[src/rtl/apb_initiator.sv]
// ---------------------------------------------------------------------------
// apb_initiator
//
// APB4 requester bridge. It takes one transfer at a time from a valid/ready
// request port and runs the APB SETUP/ACCESS sequence on the bus. Read data
// and error status come back on a valid/ready response port. If the slave
// holds pready low for too long, a timeout aborts the transfer so that the
// initiator cannot hang.
//
// Every output is driven straight from a register. The next value of each
// register is computed in a single combinational block, and a single clocked
// block updates all of them.
//
// Parameters:
//   ADDR_WIDTH  width of req_addr / paddr
//   DATA_WIDTH  width of the data buses (a multiple of 8)
//   TIMEOUT     the most ACCESS cycles spent waiting for pready before an
//               abort; 0 turns the timeout off
//
// Ports:
//   pclk, presetn        clock; asynchronous active-low reset
//   req_valid/req_ready  request handshake (req_ready is high only in IDLE)
//   req_addr/req_write/req_wdata/req_strb   request payload, latched on
//                        acceptance
//   rsp_valid/rsp_ready  response handshake
//   rsp_rdata            read data (0 for writes and for timeouts)
//   rsp_err              pslverr or timeout
//   rsp_timeout          transfer aborted by the timeout
//   psel/penable/pwrite/paddr/pwdata/pstrb  APB requester outputs
//   pready/prdata/pslverr                   APB completer inputs
// ---------------------------------------------------------------------------
module apb_initiator #(
  parameter int ADDR_WIDTH = 32,
  parameter int DATA_WIDTH = 32,
  parameter int TIMEOUT    = 255
) (
  input  logic                    pclk,
  input  logic                    presetn,
  // request port
  input  logic                    req_valid,
  output logic                    req_ready,
  input  logic [ADDR_WIDTH-1:0]   req_addr,
  input  logic                    req_write,
  input  logic [DATA_WIDTH-1:0]   req_wdata,
  input  logic [DATA_WIDTH/8-1:0] req_strb,
  // response port
  output logic                    rsp_valid,
  input  logic                    rsp_ready,
  output logic [DATA_WIDTH-1:0]   rsp_rdata,
  output logic                    rsp_err,
  output logic                    rsp_timeout,
  // APB bus
  output logic                    psel,
  output logic                    penable,
  output logic                    pwrite,
  output logic [ADDR_WIDTH-1:0]   paddr,
  output logic [DATA_WIDTH-1:0]   pwdata,
  output logic [DATA_WIDTH/8-1:0] pstrb,
  input  logic                    pready,
  input  logic [DATA_WIDTH-1:0]   prdata,
  input  logic                    pslverr
);

  localparam int STRB_W = DATA_WIDTH / 8;
  // A counter of at least one bit keeps the logic legal when TIMEOUT = 0.
  localparam int CNT_W  = (TIMEOUT > 0) ? $clog2(TIMEOUT + 1) : 1;
  localparam logic [CNT_W-1:0] TIMEOUT_C = CNT_W'(TIMEOUT);
  localparam logic             TO_EN     = (TIMEOUT > 0) ? 1'b1 : 1'b0;

  typedef enum logic [1:0] {
    ST_IDLE   = 2'd0,
    ST_SETUP  = 2'd1,
    ST_ACCESS = 2'd2,
    ST_RESP   = 2'd3
  } state_t;

  // APB4 requires the write data and strobes of a read to be zero. These
  // helpers apply that rule when the request is latched.
  function automatic logic [DATA_WIDTH-1:0] bus_wdata(input logic                  wr,
                                                      input logic [DATA_WIDTH-1:0] d);
    bus_wdata = wr ? d : {DATA_WIDTH{1'b0}};
  endfunction

  function automatic logic [STRB_W-1:0] bus_strb(input logic              wr,
                                                 input logic [STRB_W-1:0] s);
    bus_strb = wr ? s : {STRB_W{1'b0}};
  endfunction

  // state and output registers
  state_t                  state_r,       state_s;
  logic [CNT_W-1:0]        cnt_r,         cnt_s;
  logic                    req_ready_r,   req_ready_s;
  logic                    rsp_valid_r,   rsp_valid_s;
  logic [DATA_WIDTH-1:0]   rsp_rdata_r,   rsp_rdata_s;
  logic                    rsp_err_r,     rsp_err_s;
  logic                    rsp_timeout_r, rsp_timeout_s;
  logic                    psel_r,        psel_s;
  logic                    penable_r,     penable_s;
  logic                    pwrite_r,      pwrite_s;
  logic [ADDR_WIDTH-1:0]   paddr_r,       paddr_s;
  logic [DATA_WIDTH-1:0]   pwdata_r,      pwdata_s;
  logic [STRB_W-1:0]       pstrb_r,       pstrb_s;
  logic                    timeout_hit_s;

  // This is the wait-cycle limit. When pready arrives on the limit cycle, it
  // takes priority because it is tested first in the ACCESS branch below.
  assign timeout_hit_s = TO_EN && (cnt_r == TIMEOUT_C);

  // Next-state and next-output logic. Every register holds its value unless a
  // branch below changes it.
  always_comb begin
    state_s       = state_r;
    cnt_s         = cnt_r;
    rsp_valid_s   = rsp_valid_r;
    rsp_rdata_s   = rsp_rdata_r;
    rsp_err_s     = rsp_err_r;
    rsp_timeout_s = rsp_timeout_r;
    psel_s        = psel_r;
    penable_s     = penable_r;
    pwrite_s      = pwrite_r;
    paddr_s       = paddr_r;
    pwdata_s      = pwdata_r;
    pstrb_s       = pstrb_r;

    case (state_r)
      ST_IDLE: begin
        if (req_valid && req_ready_r) begin
          // The bus registers hold the latched request for the whole transfer.
          state_s   = ST_SETUP;
          cnt_s     = {CNT_W{1'b0}};
          psel_s    = 1'b1;
          penable_s = 1'b0;
          pwrite_s  = req_write;
          paddr_s   = req_addr;
          pwdata_s  = bus_wdata(req_write, req_wdata);
          pstrb_s   = bus_strb(req_write, req_strb);
        end else begin
          state_s   = ST_IDLE;
          psel_s    = 1'b0;
          penable_s = 1'b0;
        end
      end

      ST_SETUP: begin
        state_s   = ST_ACCESS;
        psel_s    = 1'b1;
        penable_s = 1'b1;
      end

      ST_ACCESS: begin
        if (pready) begin
          state_s       = ST_RESP;
          psel_s        = 1'b0;
          penable_s     = 1'b0;
          rsp_valid_s   = 1'b1;
          rsp_rdata_s   = pwrite_r ? {DATA_WIDTH{1'b0}} : prdata;
          rsp_err_s     = pslverr;
          rsp_timeout_s = 1'b0;
        end else if (timeout_hit_s) begin
          state_s       = ST_RESP;
          psel_s        = 1'b0;
          penable_s     = 1'b0;
          rsp_valid_s   = 1'b1;
          rsp_rdata_s   = {DATA_WIDTH{1'b0}};
          rsp_err_s     = 1'b1;
          rsp_timeout_s = 1'b1;
        end else begin
          // This counter only matters when the timeout is enabled. With the
          // timeout off, letting it wrap is harmless.
          cnt_s = cnt_r + {{(CNT_W-1){1'b0}}, 1'b1};
        end
      end

      ST_RESP: begin
        if (rsp_ready) begin
          state_s     = ST_IDLE;
          rsp_valid_s = 1'b0;
        end else begin
          state_s     = ST_RESP;
        end
      end

      default: begin
        state_s     = ST_IDLE;
        psel_s      = 1'b0;
        penable_s   = 1'b0;
        rsp_valid_s = 1'b0;
      end
    endcase

    // req_ready is registered. It tracks the state the FSM is about to enter,
    // so it is high exactly while the FSM sits in IDLE.
    req_ready_s = (state_s == ST_IDLE);
  end

  // State and output registers. The asynchronous reset clears all of them, so
  // psel/penable drop at once and any in-flight transfer or pending response
  // is lost.
  always_ff @(posedge pclk or negedge presetn) begin
    if (!presetn) begin
      state_r       <= ST_IDLE;
      cnt_r         <= {CNT_W{1'b0}};
      req_ready_r   <= 1'b0;
      rsp_valid_r   <= 1'b0;
      rsp_rdata_r   <= {DATA_WIDTH{1'b0}};
      rsp_err_r     <= 1'b0;
      rsp_timeout_r <= 1'b0;
      psel_r        <= 1'b0;
      penable_r     <= 1'b0;
      pwrite_r      <= 1'b0;
      paddr_r       <= {ADDR_WIDTH{1'b0}};
      pwdata_r      <= {DATA_WIDTH{1'b0}};
      pstrb_r       <= {STRB_W{1'b0}};
    end else begin
      state_r       <= state_s;
      cnt_r         <= cnt_s;
      req_ready_r   <= req_ready_s;
      rsp_valid_r   <= rsp_valid_s;
      rsp_rdata_r   <= rsp_rdata_s;
      rsp_err_r     <= rsp_err_s;
      rsp_timeout_r <= rsp_timeout_s;
      psel_r        <= psel_s;
      penable_r     <= penable_s;
      pwrite_r      <= pwrite_s;
      paddr_r       <= paddr_s;
      pwdata_r      <= pwdata_s;
      pstrb_r       <= pstrb_s;
    end
  end

  assign req_ready   = req_ready_r;
  assign rsp_valid   = rsp_valid_r;
  assign rsp_rdata   = rsp_rdata_r;
  assign rsp_err     = rsp_err_r;
  assign rsp_timeout = rsp_timeout_r;
  assign psel        = psel_r;
  assign penable     = penable_r;
  assign pwrite      = pwrite_r;
  assign paddr       = paddr_r;
  assign pwdata      = pwdata_r;
  assign pstrb       = pstrb_r;

endmodule

[config.mk]
export PLATFORM = sky130hd
export DESIGN_NAME = apb_initiator
export DESIGN_NICKNAME = d
export VERILOG_FILES = /design/src/rtl/apb_initiator.sv
export SDC_FILE = /design/constraint.sdc
export NUM_CORES = 1
export LEC_CHECK = 0
export ABC_AREA = 1
export CORE_MARGIN = 2
export CORE_UTILIZATION = 38
export DETAILED_ROUTE_END_ITERATION = 10
export PLACE_DENSITY = 0.83
export RECOVER_POWER = 50
export SLEW_MARGIN = 25
export SYNTH_ARGS = -nofsm -noshare
export SYNTH_HDL_FRONTEND = slang
export SYNTH_SLANG_ARGS = --single-unit
export TNS_END_PERCENT = 1
[constraint.sdc]
create_clock -name pclk -period 2.4 [get_ports pclk]
set_clock_uncertainty 0.2 [all_clocks]
set_input_delay 0.48 -clock pclk [delete_from_list [all_inputs] [get_ports pclk]]
set_output_delay 0.48 -clock pclk [all_outputs]
set_load 0.05 [all_outputs]
Word level (Yosys, flattened, before mapping)
Index checks and enable logic that the tools add are counted.

storage, ports and cells
  flip-flop bits (word level) = 117
  bits in latches = 0
  RAM bits = 0
  bits in read-only memories = 0
  logic and storage cells = 60
  memories = 0

cells by class
  add/subtract/negate cells = 1
  multipliers = 0
  div/mod/pow operators = 0
  $lt $le $gt $ge = 0
  equal/unequal tests = 9
  shift operators = 0
  muxes and demuxes = 25
  bitwise gates (word level) = 0
  reductions and logical operators = 12

operators with widths
  kind                                                 count
  2-to-1 mux 32 bit                                    4
  2-to-1 mux 8 bit                                     3
  case mux 8 bit (2 select lines)                      1
  2-to-1 mux 1 bit                                     9
  adder 8 x 1 -> 8 bit, second input constant          1
  equality test 8 bit, second input constant           1
  != test 2 bit, second input constant                 4
  case mux 2 bit (4 select lines)                      1
  2-to-1 mux 2 bit                                     3
  case mux 1 bit (3 select lines)                      2
  AND reduction 2 bit                                  3
  nonzero test 2 bit                                   3
  equality test 2 bit, second input constant           2
  zero test 2 bit                                      2
  2-to-1 mux 4 bit                                     1
  AND reduction 4 bit                                  1
  != test 3 bit, second input constant                 1
  AND reduction 3 bit                                  1
  nonzero test 3 bit                                   1
  equality test 2 x 1 -> 1 bit, second input constant  1
  case mux 1 bit (2 select lines)                      1
  logical AND 1 bit                                    1

Depth between registers and ports, before layout
Gate-level depths: netlist (run 1).

  depth in word-level cells = 5
  mapped depth = 9
  mapped depth without buffers = 8

Worst setup path after synthesis (run 1)
No wires, ideal clock.

  kind = register to register
  from = register state_r[0]
  to = register cnt_r[2]
  arrival = 1.448 ns
  setup slack = 0.634 ns
  stages on the path, launching flop included = 10
  path buffers = 2
  path through = dfrtp_1 > inv_1 > ha_1 > buf_6 > inv_2 > o21ai_2 > nand3_2 > buf_6 > nand2_1 > o21ai_2

on the way
  longest elaborated chain between the ends = 3
  elaborated cells on any way between the ends = 8

ends and longest elaborated chain
  element                                                                      line  source
  start: declaration                                                           90    state_t state_r, state_s;
  start signal: assignment                                                     215   state_r <= state_s;
  equality test 2 bit / zero test 2 bit (equally long branches)                125   case (state_r)
  != test 2 bit (no source line) / nonzero test 2 bit (equally long branches)  n/a
  AND reduction 4 bit (no source line)                                         n/a
  end signal: assignment                                                       202   cnt_r <= {CNT_W{1'b0}};
  end signal: assignment                                                       216   cnt_r <= cnt_s;
  end: declaration                                                             91    logic [CNT_W-1:0] cnt_r, cnt_s;

Parallel ways exist; a longest one is shown, timed or not.
A chain may end at the register's enable or synchronous reset.

Final worst setup path (run 1)
  from = register pwrite_r (netlist: pwrite)
  to = output port pwrite

RTL lines
  element                   line  source
  start: declaration        99    logic pwrite_r, pwrite_s;
  start signal: assignment  224   pwrite_r <= pwrite_s;
  end: declaration          55    output logic pwrite,

No word-level cell between the ends.

==> impl_metrics.tcl, run 1 <==
set metrics [dict create \
    detail_route.vias_per_cell 4.683 \
    yosys.area.top_type "dfrtp_1" \
    core_area_um2 12620 \
    antenna_found_initial 0 \
    crit_path_max_incr_delay_ns 0.84 \
    gp_congestion 0.7803 \
    worstPathArrival_ns 1.65 \
    hold-worst-slack_ns 0.2740 \
    setup_viol 0 \
    seq_area_frac_synth_pct 59.82 \
    synth_area_leaders "dfrtp_1, nand2_1, nand3_1, o21ai_0, buf_6" \
    power_density_nw_per_um2 1598 \
    startpoint_type "flop" \
    antenna_left 0 \
    power.total_mw 12.46 \
    irDropWorstVdd_uv 866.4 \
    synth_ff_type "dfrtp_1" \
    outcome "completed" \
    worstPathMaxFanout 3 \
    cts_root_buf "clkbuf_16" \
    die_w_um 117.5 \
    async_reset_ff_share_pct 100.0 \
    dp_hpwl_um 8972 \
    grt_usage_pct 19.80 \
    final-max-slew-violation-count 0 \
    path_class "flop to output port" \
    area_growth_pct 59.30 \
    p_leak_nw 3.687 \
    rsz0062_at_grt "false" \
    crit_family "buffers and inverters" \
    drc 0 \
    worst_skew_pair.late_latency_ns 0.41 \
    clockBufferDepth 2 \
    fmax_mhz 429.0 \
    mostFrequentLayoutCell "nand2_1" \
    cts_tree "done" \
    hold_viol_final 0 \
    ioPinCount 214 \
    first_pass_iters 4 \
    synthesis.area_um2 4895 \
    finalCritPeriodShare_pct 97.12 \
    final_util_pct 61.79 \
    min_period_ns 2.331 \
    ys_ff_latch 117 \
    htree_levels 4 \
    antennaDiodeCount 0 \
    postPlaceCellArea_um2 7187 \
    post_route_cells_drive_above_1_share_pct 6.856 \
    maxCapViolCount 0 \
    synth.top_cell.area_share_pct 59.82 \
    cts_made_buffers 17 \
    max-slew-margin-rel_pct 47.21 \
    hp-class "flop to flop" \
    wl_um 13390 \
    die_y_um 117.5 \
    grt_pass1_vias 4168 \
    slowest_stage "clkdlybuf4s50_1" \
    dieArea_um2 13810 \
    synthCells 547 \
    rows 41 \
    post_cts_buffers 0 \
    worstPathCellList "clkdlybuf4s50_1" \
    yosysWarnings 0 \
    cts_sinks 117 \
    grt_max_degree 97 \
    tightest_slew_ns 0.7918 \
    grt_pass1_wl_um 21480 \
    syn-num-nets 660 \
    path_buf_inv 1 \
    ys_types 30 \
    vias 4425 \
    setup_tns_ns 0 \
    path_clk_slew_ns 0.05 \
    io_buffers 213 \
    initial_utilization_pct 38.79 \
    most-common-layout-cells "nand2_1, clkdlybuf4s50_1, dfrtp_1, nand3_1, o21ai_0" \
    wl_per_cell_um 14.17 \
    fin_area_um2 7797 \
    synth_area_per_cell_um2 8.948 \
    grt-ovfl-total 0 \
    synth_edf_count 0 \
    finalNetCount 873 \
    drt_iter0_markers 196 \
    cp-end-kind "output port" \
    required_ns 1.72 \
]
## flip-flops by register name (all words and copies together) (netlist names)
name,cells
rsp_rdata,32
psel,1
pwrite,1
rsp_err,1
rsp_valid,1
penable,1
pstrb,4
req_ready,1
state_r,2
pwdata,32
rsp_timeout,1
paddr,32
cnt_r,8
## worst paths after layout
kind | startpoint | end | slack, ns | cells after the start
hold reg to reg | rsp_rdata[23] | rsp_rdata[23] | 0.27 | 2
min in group asynchronous | presetn | rsp_rdata[19] | 0.47 | 2
setup reg to reg | state_r[0] | rsp_rdata[27] | 0.18 | 8
hold / removal | rsp_rdata[23] | rsp_rdata[23] | 0.27 | 2
max in group asynchronous | presetn | paddr[31] | 0.33 | 3
setup / recovery | pwrite | pwrite | 0.07 | 1
## report_power, final
part	total, mW	switching, mW	leakage [nW]	internal, mW
combinational	6.36	4.34	1.85	2.02
clock	2.78	0.864	0.317	1.92
sequential	3.33	0.502	1.52	2.82
total	12.5	5.71	3.69	6.76
## repair_timing
item                                    CTS  global route
hold endpoints to repair                 11             0
hold buffers                              1             0
gates resized for setup                   0             1
endpoints found under the setup margin    0             1
## metrics by stage
stage | worst slack [ns] | std cells
2_1_floorplan | 0.6337 | 547
3_3_place_gp | 0.3072 | 912
3_5_place_dp | 0.2876 | 912
4_1_cts | 0.04232 | 945
5_1_grt | 0.02260 | 945
6_report | 0.06914 | 945
## routing by layer
layer  routed length (um)  part of all wire (%)  GRT usage (%)
met3                  966                   7.2          6.880
met4                  257                   1.9          8.584
met2                 6540                    49          31.62
met1                 5625                    42          24.44
met5                    0                     0              0
## synthesized netlist by cell type (2+ instances only)
cell,number
nand2_1,266
dfrtp_1,117
nand3_1,41
o21ai_0,38
inv_1,12
clkbuf_1,10
buf_2,9
nor2_1,9
buf_6,8
ha_1,6
o21ai_2,4
o21ai_1,3
a21oi_1,2
buf_1,2
nand3_2,2
nor2_4,2
o21a_1,2
xor2_1,2
## cell type report
type	count	area (um^2)
fillers	1040	4822
flip-flops and latches	117	2928
repair buffers	223	2220
multi-input cells	387	1729
clock buffers	23	478.0
well taps	172	215.2
clock inverters	9	172.7
inverters	14	55.05
## kinds of logic after synthesis
family | Yosys count | share of synthesized area [%]
buffers and inverters | 43 | 4.806
adders and majority gates | 6 | 1.534
and+or+nand+nor | 327 | 27.56
DFF | 117 | 59.82
AOI/OAI and AO/OA | 51 | 5.751
xor gates and xnor gates | 3 | 0.5369
Note: power is estimated with default switching activity, not from simulation.
==> run 2: changes to the inputs <==
Settings changed: CTS_BUF_LIST set to sky130_fd_sc_hd__clkbuf_16.
==> impl_metrics.tcl, run 2 (synthesis results as in run 1) <==
set metrics [dict create \
    first_pass_iters 4 \
    setup_tns_ns 0 \
    p_leak_nw 3.683 \
    min_from "rsp_rdata[23]" \
    top_usage_layer "met2" \
    path_class "flop to output port" \
    post_route_cells_drive_above_1_share_pct 6.468 \
    rrSetupSlack_ns 0.18 \
    maxCapViolCount 0 \
    hp-class "flop to flop" \
    use_met2_pct 31.40 \
    cts_root_buf "clkbuf_16" \
    fmax_mhz 428.1 \
    setup_slack_ns 0.06395 \
    mostFrequentLayoutCell "nand2_1" \
    irDropWorstVdd_uv 863.6 \
    worstReg2RegEnd "rsp_rdata[27]" \
    cp-end-kind "output port" \
    finalCritPeriodShare_pct 97.34 \
    cts_tree "done" \
    antennaDiodeCount 0 \
    post_cts_buffers 0 \
    initial_utilization_pct 38.79 \
    wl_um 13440 \
    min_period_ns 2.336 \
    dp.cells 912 \
    finalNetCount 873 \
    dieArea_um2 13810 \
    multi_input_area_um2 1729 \
    hold_end "rsp_rdata[23]" \
    final_util_pct 61.55 \
    crit_path_max_incr_delay_ns 0.84 \
    ff_latch_area_um2 2928 \
    required_ns 1.72 \
    min_path_cells 2 \
    detail_route.vias_per_cell 4.656 \
    startpoint_type "flop" \
    clockBufferDepth 2 \
    grt_usage_pct 19.76 \
    path_buf_inv 1 \
    worstPathArrival_ns 1.66 \
    final-max-slew-violation-count 0 \
    cts_made_buffers 17 \
    power_density_nw_per_um2 1591 \
    r2r-start "state_r[0]" \
    grt_pass1_vias 4170 \
    antenna_found_initial 0 \
    gr-usage-met1_pct 24.54 \
    core_area_um2 12620 \
    nFillCells 1049 \
    area_growth_pct 58.69 \
    wl_per_cell_um 14.22 \
    rsz0062_at_grt "false" \
    grt_use_met3_pct 6.831 \
    grt-ovfl-total 0 \
    htree_levels 4 \
    fin_cells 945 \
    drt_iter0_markers 192 \
    ioPinCount 214 \
    worst_skew_pair.late_latency_ns 0.41 \
    slowest_stage "clkdlybuf4s50_1" \
    path_clk_slew_ns 0.05 \
    outcome "completed" \
    setup_viol 0 \
    worstPathCellList "clkdlybuf4s50_1" \
    max-slew-margin-rel_pct 47.26 \
    gp_congestion 0.7803 \
    drc 0 \
    grt_max_degree 97 \
    antenna_left 0 \
    r2r_cells 8 \
    grt_pass1_wl_um 21470 \
    hold_viol_final 0 \
    rows 41 \
    most-common-layout-cells "nand2_1, clkdlybuf4s50_1, dfrtp_1, nand3_1, o21ai_0" \
    crit_family "buffers and inverters" \
    die_y_um 117.5 \
    dp_hpwl_um 8972 \
    pre_cts_ws_ns 0.2876 \
    io_buffers 213 \
    tightest_slew_ns 0.7911 \
    cts_sinks 117 \
    die_w_um 117.5 \
    vias 4400 \
    worstPathMaxFanout 3 \
]
run 2: changes by cell type in the layout (fill, tap and decap cells not counted), sizes merged:
cell    before  now
clkbuf      25   19
clkinv       3    6
inv         14   17
run 2: where the power goes:
group          total, mW  leakage, nW  internal, mW  switching, mW
registers           3.33         1.52          2.82          0.501
clock network       2.68        0.313          1.81          0.867
logic               6.36         1.85          2.02           4.34
run 2: worst max path at each step:
stage,startpoint,to,slack [ns],cells past startpoint
floorplan,state_r[0],cnt_r[2],0.63,9
detailed placement,req_valid,cnt_r[7],0.29,6
global placement,req_valid,cnt_r[0],0.31,6
CTS,req_ready,req_ready,0.04,1
finish,pwrite,pwrite,0.06,1
global route,state_r[0],rsp_rdata[10],0.02,8
run 2: final cells by class:
| cell class | instances | area share, % |
|---|---|---|
| clock buffer | 17 | 5.477 |
| clock inverter | 15 | 2.513 |
| inverter | 14 | 0.7088 |
| multi-input combinational | 387 | 22.26 |
| sequential | 117 | 37.69 |
| tap | 172 | 2.771 |
| timing repair buffer | 223 | 28.58 |
run 2: timing repair:
item | in CTS | in global routing
hold buffers | 1 | 0
endpoints found under the hold margin | 11 | 0
gates resized for setup | 0 | 1
endpoints found under the setup margin | 0 | 1
run 2: routing by layer:
metal  part of all wire (%)  wire length [um]  vias to the layer above
li1                       -                 -                     2156
met1                     43              5726                     2048
met2                     48              6464                      174
met3                    7.2               974                       22
met4                    2.0               274                        0
met5                      0                 0                        -
run 2: through the flow:
step	hold WS [ns]	instance area, um^2	power [mW]
2_1_floorplan	-0.01559	4895	7.484
3_3_place_gp	0.1476	7187	9.652
3_5_place_dp	0.1499	7187	9.734
4_1_cts	0.2595	7818	12.51
5_1_grt	0.2889	7767	12.95
6_report	0.2738	7767	12.36
==> run 3: changes to the inputs <==
Settings changed: RECOVER_POWER 50 to not set.
==> impl_metrics.tcl, run 3 (synthesis results as in run 1) <==
set metrics [dict create \
    worst_skew_pair.late_latency_ns 0.41 \
    final-max-slew-violation-count 0 \
    path_class "flop to output port" \
    io_buffers 213 \
    clockBufferDepth 2 \
    setup_viol 0 \
    rrSetupSlack_ns 0.31 \
    r2r_cells 8 \
    die_w_um 117.5 \
    max-slew-margin-rel_pct 62.50 \
    dieArea_um2 13810 \
    nFillCells 1041 \
    cts_root_buf "clkbuf_16" \
    min_period_ns 2.334 \
    ff_latch_area_um2 2928 \
    irDropWorstVdd_uv 859.7 \
    worstReg2RegEnd "cnt_r[1]" \
    crit_family "buffers and inverters" \
    tightest_slew_ns 0.5608 \
    rsz0062_at_grt "false" \
    grt_pass1_vias 4170 \
    fmax_mhz 428.4 \
    grt_max_degree 97 \
    grt_use_met3_pct 6.831 \
    cts_sinks 117 \
    cts_made_buffers 17 \
    crit_path_max_incr_delay_ns 0.84 \
    final_util_pct 61.97 \
    pre_cts_ws_ns 0.2876 \
    grt_pass1_wl_um 21470 \
    htree_levels 4 \
    critPathCapture "pwrite" \
    wl_um 13400 \
    mostFrequentLayoutCell "nand2_1" \
    power.total_mw 12.40 \
    path_clk_slew_ns 0.05 \
    antenna_left 0 \
    antenna_found_initial 0 \
    required_ns 1.72 \
    worstPathCellList "clkdlybuf4s50_1" \
    startpoint_type "flop" \
    hold_viol_final 0 \
    multi_input_area_um2 1742 \
    ioPinCount 214 \
    gr-usage-met1_pct 24.54 \
    post_cts_buffers 0 \
    drc 0 \
    hp-class "primary input to async pin" \
    use_met2_pct 31.40 \
    detail_route.vias_per_cell 4.668 \
    setup_tns_ns 0 \
    post_route_cells_drive_above_1_share_pct 6.727 \
    antennaDiodeCount 0 \
    finalCritPeriodShare_pct 97.26 \
    cp-end-kind "output port" \
    die_y_um 117.5 \
    dp_hpwl_um 8972 \
    path_buf_inv 1 \
    maxCapViolCount 0 \
    gp_congestion 0.7803 \
    p_leak_nw 3.699 \
    power_density_nw_per_um2 1585 \
    grt_usage_pct 19.76 \
    worstPathArrival_ns 1.65 \
    finalNetCount 873 \
    critPathLaunch "pwrite" \
    r2r-start "state_r[0]" \
    rows 41 \
    grt-ovfl-total 0 \
    area_growth_pct 59.76 \
    setup_slack_ns 0.06587 \
    cts_tree "done" \
    initial_utilization_pct 38.79 \
    cp.depth 1 \
    slowest_stage "clkdlybuf4s50_1" \
    outcome "completed" \
    worstPathMaxFanout 3 \
    first_pass_iters 4 \
    core_area_um2 12620 \
    top_usage_layer "met2" \
    wl_per_cell_um 14.18 \
    most-common-layout-cells "nand2_1, clkdlybuf4s50_1, dfrtp_1, nand3_1, o21ai_0" \
    vias 4411 \
    drt_iter0_markers 213 \
]
==> run 3: changes by cell type in the layout (fill, tap and decap cells not counted) <==
cell / change
nand3_4: +1
buf_4: +1
buf_2: -1
nand3_1: -1
buf_6: -1
clkbuf_1: -1
clkbuf_4: -1
buf_12: +3
==> run 3: routing by layer <==
| layer | up-vias | part of all wire [%] | wire (um) |
|---|---|---|---|
| met5 | - | 0 | 0 |
| met4 | 0 | 2.1 | 276 |
| met3 | 21 | 7.2 | 962 |
| met2 | 170 | 49 | 6504 |
| met1 | 2062 | 42 | 5658 |
| li1 | 2158 | - | - |
==> run 3: power by group <==
part / switching (mW) / internal, mW
Sequential: 0.500 / 2.82
Clock: 0.866 / 1.81
Combinational: 4.35 / 2.04
==> run 3: worst min-delay path by stage <==
stage	from	endpoint	depth (start not counted)
after floorplan	presetn	cnt_r[0]	0
after global placement	presetn	rsp_rdata[18]	1
after detailed placement	presetn	rsp_rdata[14]	1
after CTS	presetn	rsp_rdata[14]	2
after global routing	presetn	rsp_rdata[19]	2
final	presetn	rsp_rdata[19]	2
==> run 3: repair_timing <==
item                                    CTS  global route
endpoints found under the setup margin    0             1
resized for setup                         0             1
endpoints found under the hold margin    11             0
hold buffers                              1             0
==> run 3: final cells by class <==
| cell class | count | share of cell area [%] |
|---|---|---|
| tap | 172 | 2.752 |
| clock buffer | 17 | 5.440 |
| inverter | 14 | 0.7040 |
| clock inverter | 15 | 2.496 |
| sequential | 117 | 37.44 |
| multi-input combinational | 387 | 22.27 |
| timing repair buffer | 223 | 28.90 |
==> run 3: through the flow <==
step           hold slack, ns  cell area [um^2]  cells
2_1_floorplan        -0.01559              4895    547
3_3_place_gp           0.1476              7187    912
3_5_place_dp           0.1499              7187    912
4_1_cts                0.2595              7818    945
5_1_grt                0.2866              7820    945
6_report               0.2715              7820    945
